$ cat config.mk
export PLATFORM = sky130hd
export DESIGN_NAME = wca_dduc_strobe_ctrl
export DESIGN_NICKNAME = d
export VERILOG_FILES = /design/src/rtl/wca_dduc_strobe_ctrl.sv
export SDC_FILE = /design/constraint.sdc
export NUM_CORES = 1
export LEC_CHECK = 0
export CAP_MARGIN = 20
export CORE_UTILIZATION = 60
export CTS_CLUSTER_DIAMETER = 120
export DETAILED_ROUTE_END_ITERATION = 16
export GPL_ROUTABILITY_DRIVEN = 0
export PLACE_DENSITY = 0.88
export SYNTH_ARGS = -nofsm -noshare
export SYNTH_HDL_FRONTEND = slang
export SYNTH_SLANG_ARGS = --single-unit
$ cat constraint.sdc
create_clock -name clock -period 8.94 [get_ports clock]
set_input_delay 0.894 -clock clock [delete_from_list [all_inputs] [get_ports clock]]
set_output_delay 0.894 -clock clock [all_outputs]
set_load 0.005 [all_outputs]
$ cat src/rtl/wca_dduc_strobe_ctrl.sv
// wca_dduc_strobe_ctrl
// DDC/DUC rate and strobe controller for the wca front end.
//  - Divides the IF sample strobe down to the CIC rate strobe and the
//    baseband strobe (optional real-halfband divide-by-2).
//  - NCO phase accumulator with programmable frequency and phase offset.
//  - Rate changes are staged in a shadow register and applied only at a
//    strobe-period boundary (or while disabled), so the CIC never sees a
//    truncated period.
// Optional build macro: WCA_DDUC_PHASE_DITHER_EN adds LFSR dither LSBs to
// the phase output.
//
// Strobe semantics: every strobe input/output is a single-cycle,
// active-high pulse qualified by nothing else; there is no back-pressure.
// strobe_if is consumed on a clock edge only when enable is high.
// strobe_cic/strobe_bb/rate_update are valid for exactly one cycle and a
// downstream consumer must sample them on that cycle.

module wca_dduc_strobe_ctrl #(
   parameter int RATE_W       = 13,
   parameter int PHASE_W      = 32,
   parameter int RATE_DEFAULT = 1,
   parameter int DITHER_BITS  = 4
) (
   input  logic               clock,
   input  logic               reset,
   input  logic               enable,
   input  logic               strobe_if,
   input  logic               reg_we,
   input  logic [1:0]         reg_addr,
   input  logic [31:0]        reg_data,
   output logic [7:0]         cfg,
   output logic [RATE_W-1:0]  rate,
   output logic               rate_update,
   output logic [4:0]         log2_rate,
   output logic               strobe_cic,
   output logic               strobe_bb,
   output logic [PHASE_W-1:0] phase
);

   // Register map
   localparam logic [1:0] ADDR_FREQ   = 2'd0;
   localparam logic [1:0] ADDR_RATE   = 2'd1;
   localparam logic [1:0] ADDR_CONFIG = 2'd2;
   localparam logic [1:0] ADDR_OFFSET = 2'd3;

   // Config bit positions
   localparam int CFG_CORDIC_BYPASS = 2;
   localparam int CFG_CIC_BYPASS    = 4;
   localparam int CFG_HB_BYPASS     = 5;
   localparam int CFG_PHASE_CLEAR   = 6;

   localparam logic [RATE_W-1:0] RATE_RST = RATE_W'(RATE_DEFAULT);
   localparam logic [RATE_W-1:0] RATE_ONE = RATE_W'(1);

   // ------------------------------------------------------------------
   // Internal state
   // ------------------------------------------------------------------
   logic [PHASE_W-1:0] freq;
   logic [PHASE_W-1:0] offset;
   logic [PHASE_W-1:0] acc;
   logic [RATE_W-1:0]  pending;
   logic               pending_flag;
   logic [RATE_W-1:0]  cnt;
   logic               bb_toggle;

   // ------------------------------------------------------------------
   // Decode and shared combinational terms
   // ------------------------------------------------------------------
   logic               wr_freq;
   logic               wr_rate;
   logic               wr_cfg;
   logic               wr_offset;
   logic               phase_clear;
   logic               fire;
   logic [RATE_W-1:0]  rate_eff;
   logic               cnt_wrap;
   logic               rate_apply;
   logic [PHASE_W-1:0] acc_next;
   logic [PHASE_W-1:0] phase_sum;

   assign wr_freq     = reg_we && (reg_addr == ADDR_FREQ);
   assign wr_rate     = reg_we && (reg_addr == ADDR_RATE);
   assign wr_cfg      = reg_we && (reg_addr == ADDR_CONFIG);
   assign wr_offset   = reg_we && (reg_addr == ADDR_OFFSET);
   assign phase_clear = wr_cfg && reg_data[CFG_PHASE_CLEAR];

   // An IF sample is only consumed while the block is enabled
   assign fire = enable && strobe_if;

   // A programmed rate of 0 behaves as divide-by-1
   assign rate_eff = (rate == '0) ? RATE_ONE : rate;
   assign cnt_wrap = (cnt == (rate_eff - RATE_ONE));

   // Shadow rate is applied on the last sample of a period, or at once
   // while disabled since there is no period in flight then
   assign rate_apply = pending_flag && ((fire && cnt_wrap) || !enable);

   assign acc_next = acc + freq;

`ifdef WCA_DDUC_PHASE_DITHER_EN
   // Fibonacci LFSR x^16+x^14+x^13+x^11+1, shifting towards bit 0
   logic [15:0]        lfsr;
   logic               lfsr_fb;
   logic [PHASE_W-1:0] dither;

   assign lfsr_fb = lfsr[0] ^ lfsr[2] ^ lfsr[3] ^ lfsr[5];
   assign dither  = PHASE_W'(lfsr[DITHER_BITS-1:0]);
   assign phase_sum = acc_next + offset + dither;

   // Dither sequence advances once per consumed IF sample
   always_ff @(posedge clock) begin
      if (reset) begin
         lfsr <= 16'hACE1;
      end else if (fire) begin
         lfsr <= {lfsr_fb, lfsr[15:1]};
      end
   end
`else
   assign phase_sum = acc_next + offset;
`endif

   // ------------------------------------------------------------------
   // Register file: config, frequency word, phase offset
   // ------------------------------------------------------------------

   // Bus writes land on the next edge; phase_clear never sticks in cfg
   always_ff @(posedge clock) begin
      if (reset) begin
         cfg    <= '0;
         freq   <= '0;
         offset <= '0;
      end else begin
         if (wr_cfg) begin
            cfg                  <= reg_data[7:0];
            cfg[CFG_PHASE_CLEAR] <= 1'b0;
         end
         if (wr_freq) begin
            freq <= reg_data[PHASE_W-1:0];
         end
         if (wr_offset) begin
            offset <= reg_data[PHASE_W-1:0];
         end
      end
   end

   // ------------------------------------------------------------------
   // Shadow rate register
   // ------------------------------------------------------------------

   // A write on the apply edge re-arms the shadow; the old value is applied
   always_ff @(posedge clock) begin
      if (reset) begin
         pending      <= '0;
         pending_flag <= 1'b0;
      end else begin
         if (rate_apply) begin
            pending_flag <= 1'b0;
         end
         if (wr_rate) begin
            pending      <= reg_data[RATE_W-1:0];
            pending_flag <= 1'b1;
         end
      end
   end

   // ------------------------------------------------------------------
   // Rate counter, CIC strobe, halfband toggle, rate apply
   // ------------------------------------------------------------------

   // Divide consumed IF samples by the active rate; apply overrides all
   always_ff @(posedge clock) begin
      if (reset) begin
         rate        <= RATE_RST;
         cnt         <= '0;
         bb_toggle   <= 1'b0;
         strobe_cic  <= 1'b0;
         rate_update <= 1'b0;
      end else begin
         rate_update <= rate_apply;
         strobe_cic  <= fire && (cfg[CFG_CIC_BYPASS] || (cnt == '0));

         if (!enable) begin
            cnt       <= '0;
            bb_toggle <= 1'b0;
         end else begin
            if (fire) begin
               cnt <= cnt_wrap ? '0 : (cnt + RATE_ONE);
            end
            if (strobe_cic) begin
               bb_toggle <= ~bb_toggle;
            end
         end

         if (rate_apply) begin
            rate      <= pending;
            cnt       <= '0;
            bb_toggle <= 1'b0;
         end
      end
   end

   // Baseband strobe: every CIC strobe in bypass, else every second one
   assign strobe_bb = strobe_cic && (cfg[CFG_HB_BYPASS] || bb_toggle);

   // ------------------------------------------------------------------
   // NCO phase accumulator and phase output
   // ------------------------------------------------------------------

   // Accumulate per consumed sample; phase_clear wins over accumulation
   always_ff @(posedge clock) begin
      if (reset) begin
         acc   <= '0;
         phase <= '0;
      end else begin
         if (fire) begin
            acc   <= acc_next;
            phase <= cfg[CFG_CORDIC_BYPASS] ? '0 : phase_sum;
         end
         if (phase_clear) begin
            acc <= '0;
         end
      end
   end

   // ------------------------------------------------------------------
   // floor(log2(rate)), 0 for rate 0 or 1
   // ------------------------------------------------------------------

   // Priority encoder: the highest set bit above bit 0 wins
   always_comb begin
      log2_rate = '0;
      for (int b = 1; b < RATE_W; b++) begin
         if (rate[b]) begin
            log2_rate = 5'(b);
         end
      end
   end

endmodule

==> flow_summary.yaml, run 1 <==
status:
  status: "completed"
power:
  p_leak_nw: 4.70
  irDropWorstVdd_mv: 0.161
  p_per_area_nw_per_um2: 155
placement:
  io_buffer_count: 97
  dp_hpwl_um: 18600
  place_inst: 1526
  place_ws_ns: 3.77
floorplan:
  rows: 46
  die_w_um: 131
  start_util: 0.622
  die_h_um: 131
  core_area_um2: 16100
  fp.dieArea_um2: 17200
  pin_count: 100
grt:
  grt_overflow_total: 0
  grt_use_total: 0.331
  grt_first_pass_wirelength_um: 44000
  grt_pass1_vias: 9053
  antenna_found_initial: 0
  grt_max_degree: 98
critical_path:
  required_ns: 9.28
  slowest_delay_ns: 0.94
  cpMaxStageDelayCell: "o41ai_1"
  start_kind: "register"
  worstPathCellList: "ha_1 > inv_1 > fa_1 > nor2b_1 > o21ai_0 > a211oi_1 > o21ai_1 > a31oi_1 > o41ai_1 > o31ai_1 > xor2_1 > ha_1 > a21o_1 > a21o_1 > a21oi_1 > o22ai_1 > a311o_1 > a21oi_1 > xnor3_1 > o41ai_1"
  worstPathArrival_ns: 5.76
  worstPathMaxFanout: 5
  end_kind: "register"
  crit_type: "register to register"
clock_network:
  cts_hold_buf: 0
  clk_pin_slew_ns: 0.07
  post_cts_buffers: 0
  clkSinkCount: 178
  clk_latency_ns: 0.44
  cts_made_buffers: 17
  clk_path_buf_depth: 2
  cts_root_buf: "clkbuf_16"
  cts_resized: 0
  ctsHtreeMaxLevel: 4
  cts_tree: "built"
drt:
  dr.pass1.iters: 5
  route.detailed.drc: 0
  wl_per_cell_um: 17.7
  drt_wl_total_um: 27600
  via_per_inst: 6.17
  drtAntennaViolNets: 0
  first_iter_violations: 961
  num_vias: 9615
sta:
  fin_ws_ns: 3.52
  whs_ns: 0.460
  period_share: 0.606
  max_freq_mhz: 185
  rsz0062_at_grt: "false"
  max_slew_margin: 0.236
  fin_crit_ns: 5.42
  fin_skew_ns: 0.00741
  worst_pin_slew_ns: 1.13
  hold_viol_final: 0
  drv_slew: 0
  setup_violations: 0
  finalSetupTns_ns: 0
logic_synthesis:
  synth_top_area_share: 0.357
  synth_area_leaders: "dfxtp_1 (36%), nand2_1 (10%), a21oi_1 (8.9%), ha_1 (8.6%), xnor2_1 (4.9%)"
  syn_area_um2: 9990
  ys_seq_area_frac: 0.357
  synthCells: 1270
  ys_types: 71
  synth_top_cell_by_area: "dfxtp_1"
  synth_warnings: 0
  yosys_register_bits: 178
  async_flop_share: 0
  syn_avg_cell_area_um2: 7.87
  synth_edf_count: 0
  synthFlopType: "dfxtp_1"
final_layout:
  fin_cells: 1558
  finalNetCount: 1439
  antenna_cells: 0
  nFillCells: 1178
  final_util: 0.725
  drive_gt1_frac: 0.0440
  regArea_um2: 3560
  mostFrequentLayoutCells: "nand2_1 (270), a21oi_1 (178), dfxtp_1 (178)"
  area_growth_pct: 16.5
  final_common_cell: "nand2_1"
  multi_input_area_um2: 6040
min_path:
  hp-class: "register to register"
flow_run:
  cap_violations: 0
## per-layer routing
layer  GRT usage  up-vias  part of all wire
met2       0.541      457              0.47
met1       0.412     4511              0.41
met3      0.0662      113             0.075
met4       0.174        0             0.044
li1            -     4534                 -
met5           0        -                 0
## cell families (layout without fill, tap and decap cells)
family,count (synthesis),after routing,synth area share
fa+ha+maj,71,71,0.0904
mux,17,17,0.0172
buf+inv,96,167,0.0401
flops,178,178,0.357
compound gates,343,343,0.210
xor+xnor,82,82,0.0733
simple gates,482,482,0.212
other cells,1,2,0.000375
## sequential cells by signal, summed over array words and instances (netlist names), 7 cells and up
register	count
phase	32
acc	32
cfg	7
freq	32
pending	13
cnt	13
offset	32
rate	13
## cell usage after synthesis, types with 8 or more instances
library cell	n
inv_1	30
and3_1	10
o21bai_1	10
o21a_1	11
nor2_1	100
xor2_1	25
a21o_1	18
nor3_1	14
a21oi_1	178
dfxtp_1	178
nand4_1	8
nand2b_1	8
a211oi_1	9
mux2i_1	16
clkbuf_1	55
nand2_1	271
nor2b_1	12
xnor2_1	56
ha_1	69
a31oi_1	9
o21ai_0	30
o21ai_1	8
nand3_1	19
a22oi_1	13
a22o_1	8
## worst max-delay path: cells and delay by family (launching register included)
family                   cells  cell delay, ns
AO/OA/AOI/OAI               13            3.52
AND/OR/NAND/NOR              1            0.06
adder cells (fa/ha/maj)      3            0.78
XOR/XNOR                     2            0.53
flip-flops                   1            0.33
buffers and inverters        1            0.07
## through the flow
stage | cell area [um^2] | power (W)
3_3_place_gp | 11000 | 0.00102
5_1_grt | 11600 | 0.00186
4_1_cts | 11600 | 0.00180
6_report | 11600 | 0.00181
2_1_floorplan | 10000 | 0.000958
3_5_place_dp | 11000 | 0.00103
## worst paths after layout
kind | from | end | slack, ns | cells after the start
worst max-delay path | acc[0]$_SDFFE_PP0P_ | phase[31]$_SDFFE_PP0P_ | 3.52 | 20
worst min-delay path | acc[25]$_SDFFE_PP0P_ | acc[25]$_SDFFE_PP0P_ | 0.46 | 2
worst max register to register | acc[0]$_SDFFE_PP0P_ | phase[31]$_SDFFE_PP0P_ | 3.52 | 20
worst min register to register | acc[25]$_SDFFE_PP0P_ | acc[25]$_SDFFE_PP0P_ | 0.46 | 2
## final cells by class
cell class	count	share of cell area
timing repair buffer	105	0.0884
multi-input combinational	997	0.519
sequential	178	0.306
tap	216	0.0232
inverter	30	0.00968
clock inverter	13	0.0149
clock buffer	19	0.0381
## where the power goes
part           switching, W  internal [W]
registers         0.0000152      0.000813
logic              0.000114     0.0000752
clock network      0.000336      0.000452
Note: power is estimated with default switching activity, not from simulation.
==> inputs of run 2 (changes only) <==
--- a/config.mk
+++ b/config.mk
@@ -6,11 +6,11 @@
 export NUM_CORES = 1
 export LEC_CHECK = 0
 export CAP_MARGIN = 20
-export CORE_UTILIZATION = 60
+export CORE_UTILIZATION = 58
 export CTS_CLUSTER_DIAMETER = 120
 export DETAILED_ROUTE_END_ITERATION = 16
 export GPL_ROUTABILITY_DRIVEN = 0
-export PLACE_DENSITY = 0.88
+export PLACE_DENSITY = 0.86
 export SYNTH_ARGS = -nofsm -noshare
 export SYNTH_HDL_FRONTEND = slang
 export SYNTH_SLANG_ARGS = --single-unit
==> constraint.sdc (replaced) <==
create_clock -name clock -period 5.3 [get_ports clock]
set_input_delay 0.53 -clock clock [delete_from_list [all_inputs] [get_ports clock]]
set_output_delay 0.53 -clock clock [all_outputs]
set_load 0.005 [all_outputs]
==> run 2 against run 1 <==
Net effect: critical path depth grew 1; largest cell class unchanged; sequential power grew 69%; flip-flop and latch count is the same; global-route usage shrank 3.0 points; highest routed layer unchanged; clock power grew 55%; hold slack lost 0.0066 ns; count of clock-buffer cells in the layout is the same; via count shrank 1.3%; worst setup slack lost 3.3 ns.
==> flow_summary.yaml, run 2 (synthesis results as in run 1) <==
final_layout:
  area_growth_pct: 16.7
  antenna_cells: 0
  final_common_cell: "nand2_1"
  final_util: 0.698
  finalNetCount: 1443
  mostFrequentLayoutCells: "nand2_1 (270), dfxtp_1 (178), a21oi_1 (177)"
  fin_cells: 1566
  drive_gt1_frac: 0.0505
critical_path:
  required_ns: 5.64
  critPathCapture: "phase[31]$_SDFFE_PP0P_"
  cp_top_family: "compound AO/OA/AOI/OAI gates"
  cp.buffers_inverters: 1
  worstPathArrival_ns: 5.39
  rrSetupSlack_ns: 0.25
  end_kind: "register"
  crit_type: "register to register"
  worstPathMaxFanout: 7
  r2r-end: "phase[31]$_SDFFE_PP0P_"
  cpMaxStageDelayCell: "fa_1"
  reg2reg_depth: 21
  cp.depth: 21
  start_kind: "register"
  worstPathCellList: "ha_1 > inv_1 > fa_1 > nor2b_1 > o21ai_0 > a211oi_2 > o21ai_1 > a31oi_2 > nor2_1 > xnor2_1 > ha_1 > o21a_1 > a21oi_1 > o21ai_1 > a21o_1 > a221oi_4 > a21oi_2 > a311o_1 > a21oi_1 > xnor3_1 > o41ai_1"
  cp-startpoint: "freq[0]$_SDFFE_PP0P_"
  rr_startpoint: "freq[0]$_SDFFE_PP0P_"
  slowest_delay_ns: 0.40
floorplan:
  pin_count: 100
  rows: 47
  die_h_um: 133
  start_util: 0.598
  fp.dieArea_um2: 17800
  die_w_um: 133
  core_area_um2: 16700
sta:
  hold_viol_final: 0
  drv_slew: 0
  fin_crit_ns: 5.05
  worst_pin_slew_ns: 0.894
  finalSetupTns_ns: 0
  whs_ns: 0.453
  max_slew_margin: 0.402
  rsz0062_at_grt: "true"
  period_share: 0.954
  setup_violations: 0
  fin_skew_ns: 0.0111
  max_freq_mhz: 198
clock_network:
  cts_root_buf: "clkbuf_16"
  clk_pin_slew_ns: 0.07
  clk_latency_ns: 0.44
  ctsHtreeMaxLevel: 4
  cts_tree: "built"
  clkSinkCount: 178
  clk_path_buf_depth: 2
  cts_made_buffers: 17
  cts_hold_buf: 0
flow_run:
  cap_violations: 0
placement:
  io_buffer_count: 97
  dp_hpwl_um: 18400
  place_inst: 1532
drt:
  first_iter_violations: 929
  drt_wl_total_um: 26300
  via_per_inst: 6.06
  drtAntennaViolNets: 0
  num_vias: 9493
  wl_per_cell_um: 16.8
  route.detailed.drc: 0
  dr.pass1.iters: 5
status:
  status: "completed"
min_path:
  hp-class: "register to register"
grt:
  grt_use_total: 0.300
  antenna_found_initial: 0
  grt_max_degree: 73
  grt_pass1_vias: 8845
  grt_first_pass_wirelength_um: 42800
  grt_overflow_total: 0
power:
  p_per_area_nw_per_um2: 252
  total_power_w: 0.00294
  p_leak_nw: 4.70
  irDropWorstVdd_mv: 0.244
run 2: power by group:
part           switching (W)  total [W]  leakage [nW]  internal (W)
clock               0.000556    0.00122         0.275      0.000667
combinational       0.000189   0.000317          2.98      0.000128
sequential         0.0000250    0.00140          1.44       0.00137
run 2: routing by layer:
metal	wire [um]	track usage	up-vias	part of all wire
met2	12300	0.491	431	0.47
met5	0	0	-	0
met4	970	0.139	0	0.037
met3	1950	0.0582	83	0.074
met1	11100	0.382	4438	0.42
li1	-	-	4541	-
run 2: worst min-delay path by stage:
stage / from / end / slack [ns] / cells past startpoint
after global routing: pending[3]$_SDFFE_PP0P_ / pending[3]$_SDFFE_PP0P_ / 0.47 / 2
after global placement: phase[0]$_SDFFE_PP0P_ / phase[0]$_SDFFE_PP0P_ / 0.44 / 2
after detailed placement: pending[3]$_SDFFE_PP0P_ / pending[3]$_SDFFE_PP0P_ / 0.45 / 2
after CTS: pending[3]$_SDFFE_PP0P_ / pending[3]$_SDFFE_PP0P_ / 0.46 / 2
after floorplan: pending[10]$_SDFFE_PP0P_ / pending[10]$_SDFFE_PP0P_ / 0.44 / 2
final: pending[3]$_SDFFE_PP0P_ / pending[3]$_SDFFE_PP0P_ / 0.45 / 2
run 2: timing repair:
| item | 4_1_cts | 5_1_grt |
|---|---|---|
| buffers inserted | 0 | 2 |
| endpoints found under the hold margin | 0 | 0 |
| endpoints found under the setup margin | 0 | 3 |
| resized for setup | 0 | 10 |
run 2: through the flow:
step | setup WS [ns] | area [um^2]
after floorplan | 0.765 | 10000
after global placement | 0.407 | 11000
after detailed placement | 0.173 | 11000
after CTS | 0.117 | 11600
after global routing | -0.0619 | 11700
final | 0.245 | 11700
run 2: final cells by class:
type                       instances  area, um^2
multi-input combinational        997        6080
fill                            1321        5040
sequential                       178        3560
timing repair buffer             109        1060
clock buffer                      19         443
tap                              220         275
clock inverter                    13         129
inverter                          30         113
run 2: worst reg2reg max path: stages (launching register included):
cell	delay, ns
dfxtp_1	0.33
ha_1	0.19
inv_1	0.06
fa_1	0.40
nor2b_1	0.12
o21ai_0	0.18
a211oi_2	0.36
o21ai_1	0.21
a31oi_2	0.23
nor2_1	0.08
xnor2_1	0.20
ha_1	0.36
o21a_1	0.15
a21oi_1	0.20
o21ai_1	0.10
a21o_1	0.22
a221oi_4	0.35
a21oi_2	0.13
a311o_1	0.33
a21oi_1	0.19
xnor3_1	0.32
o41ai_1	0.25
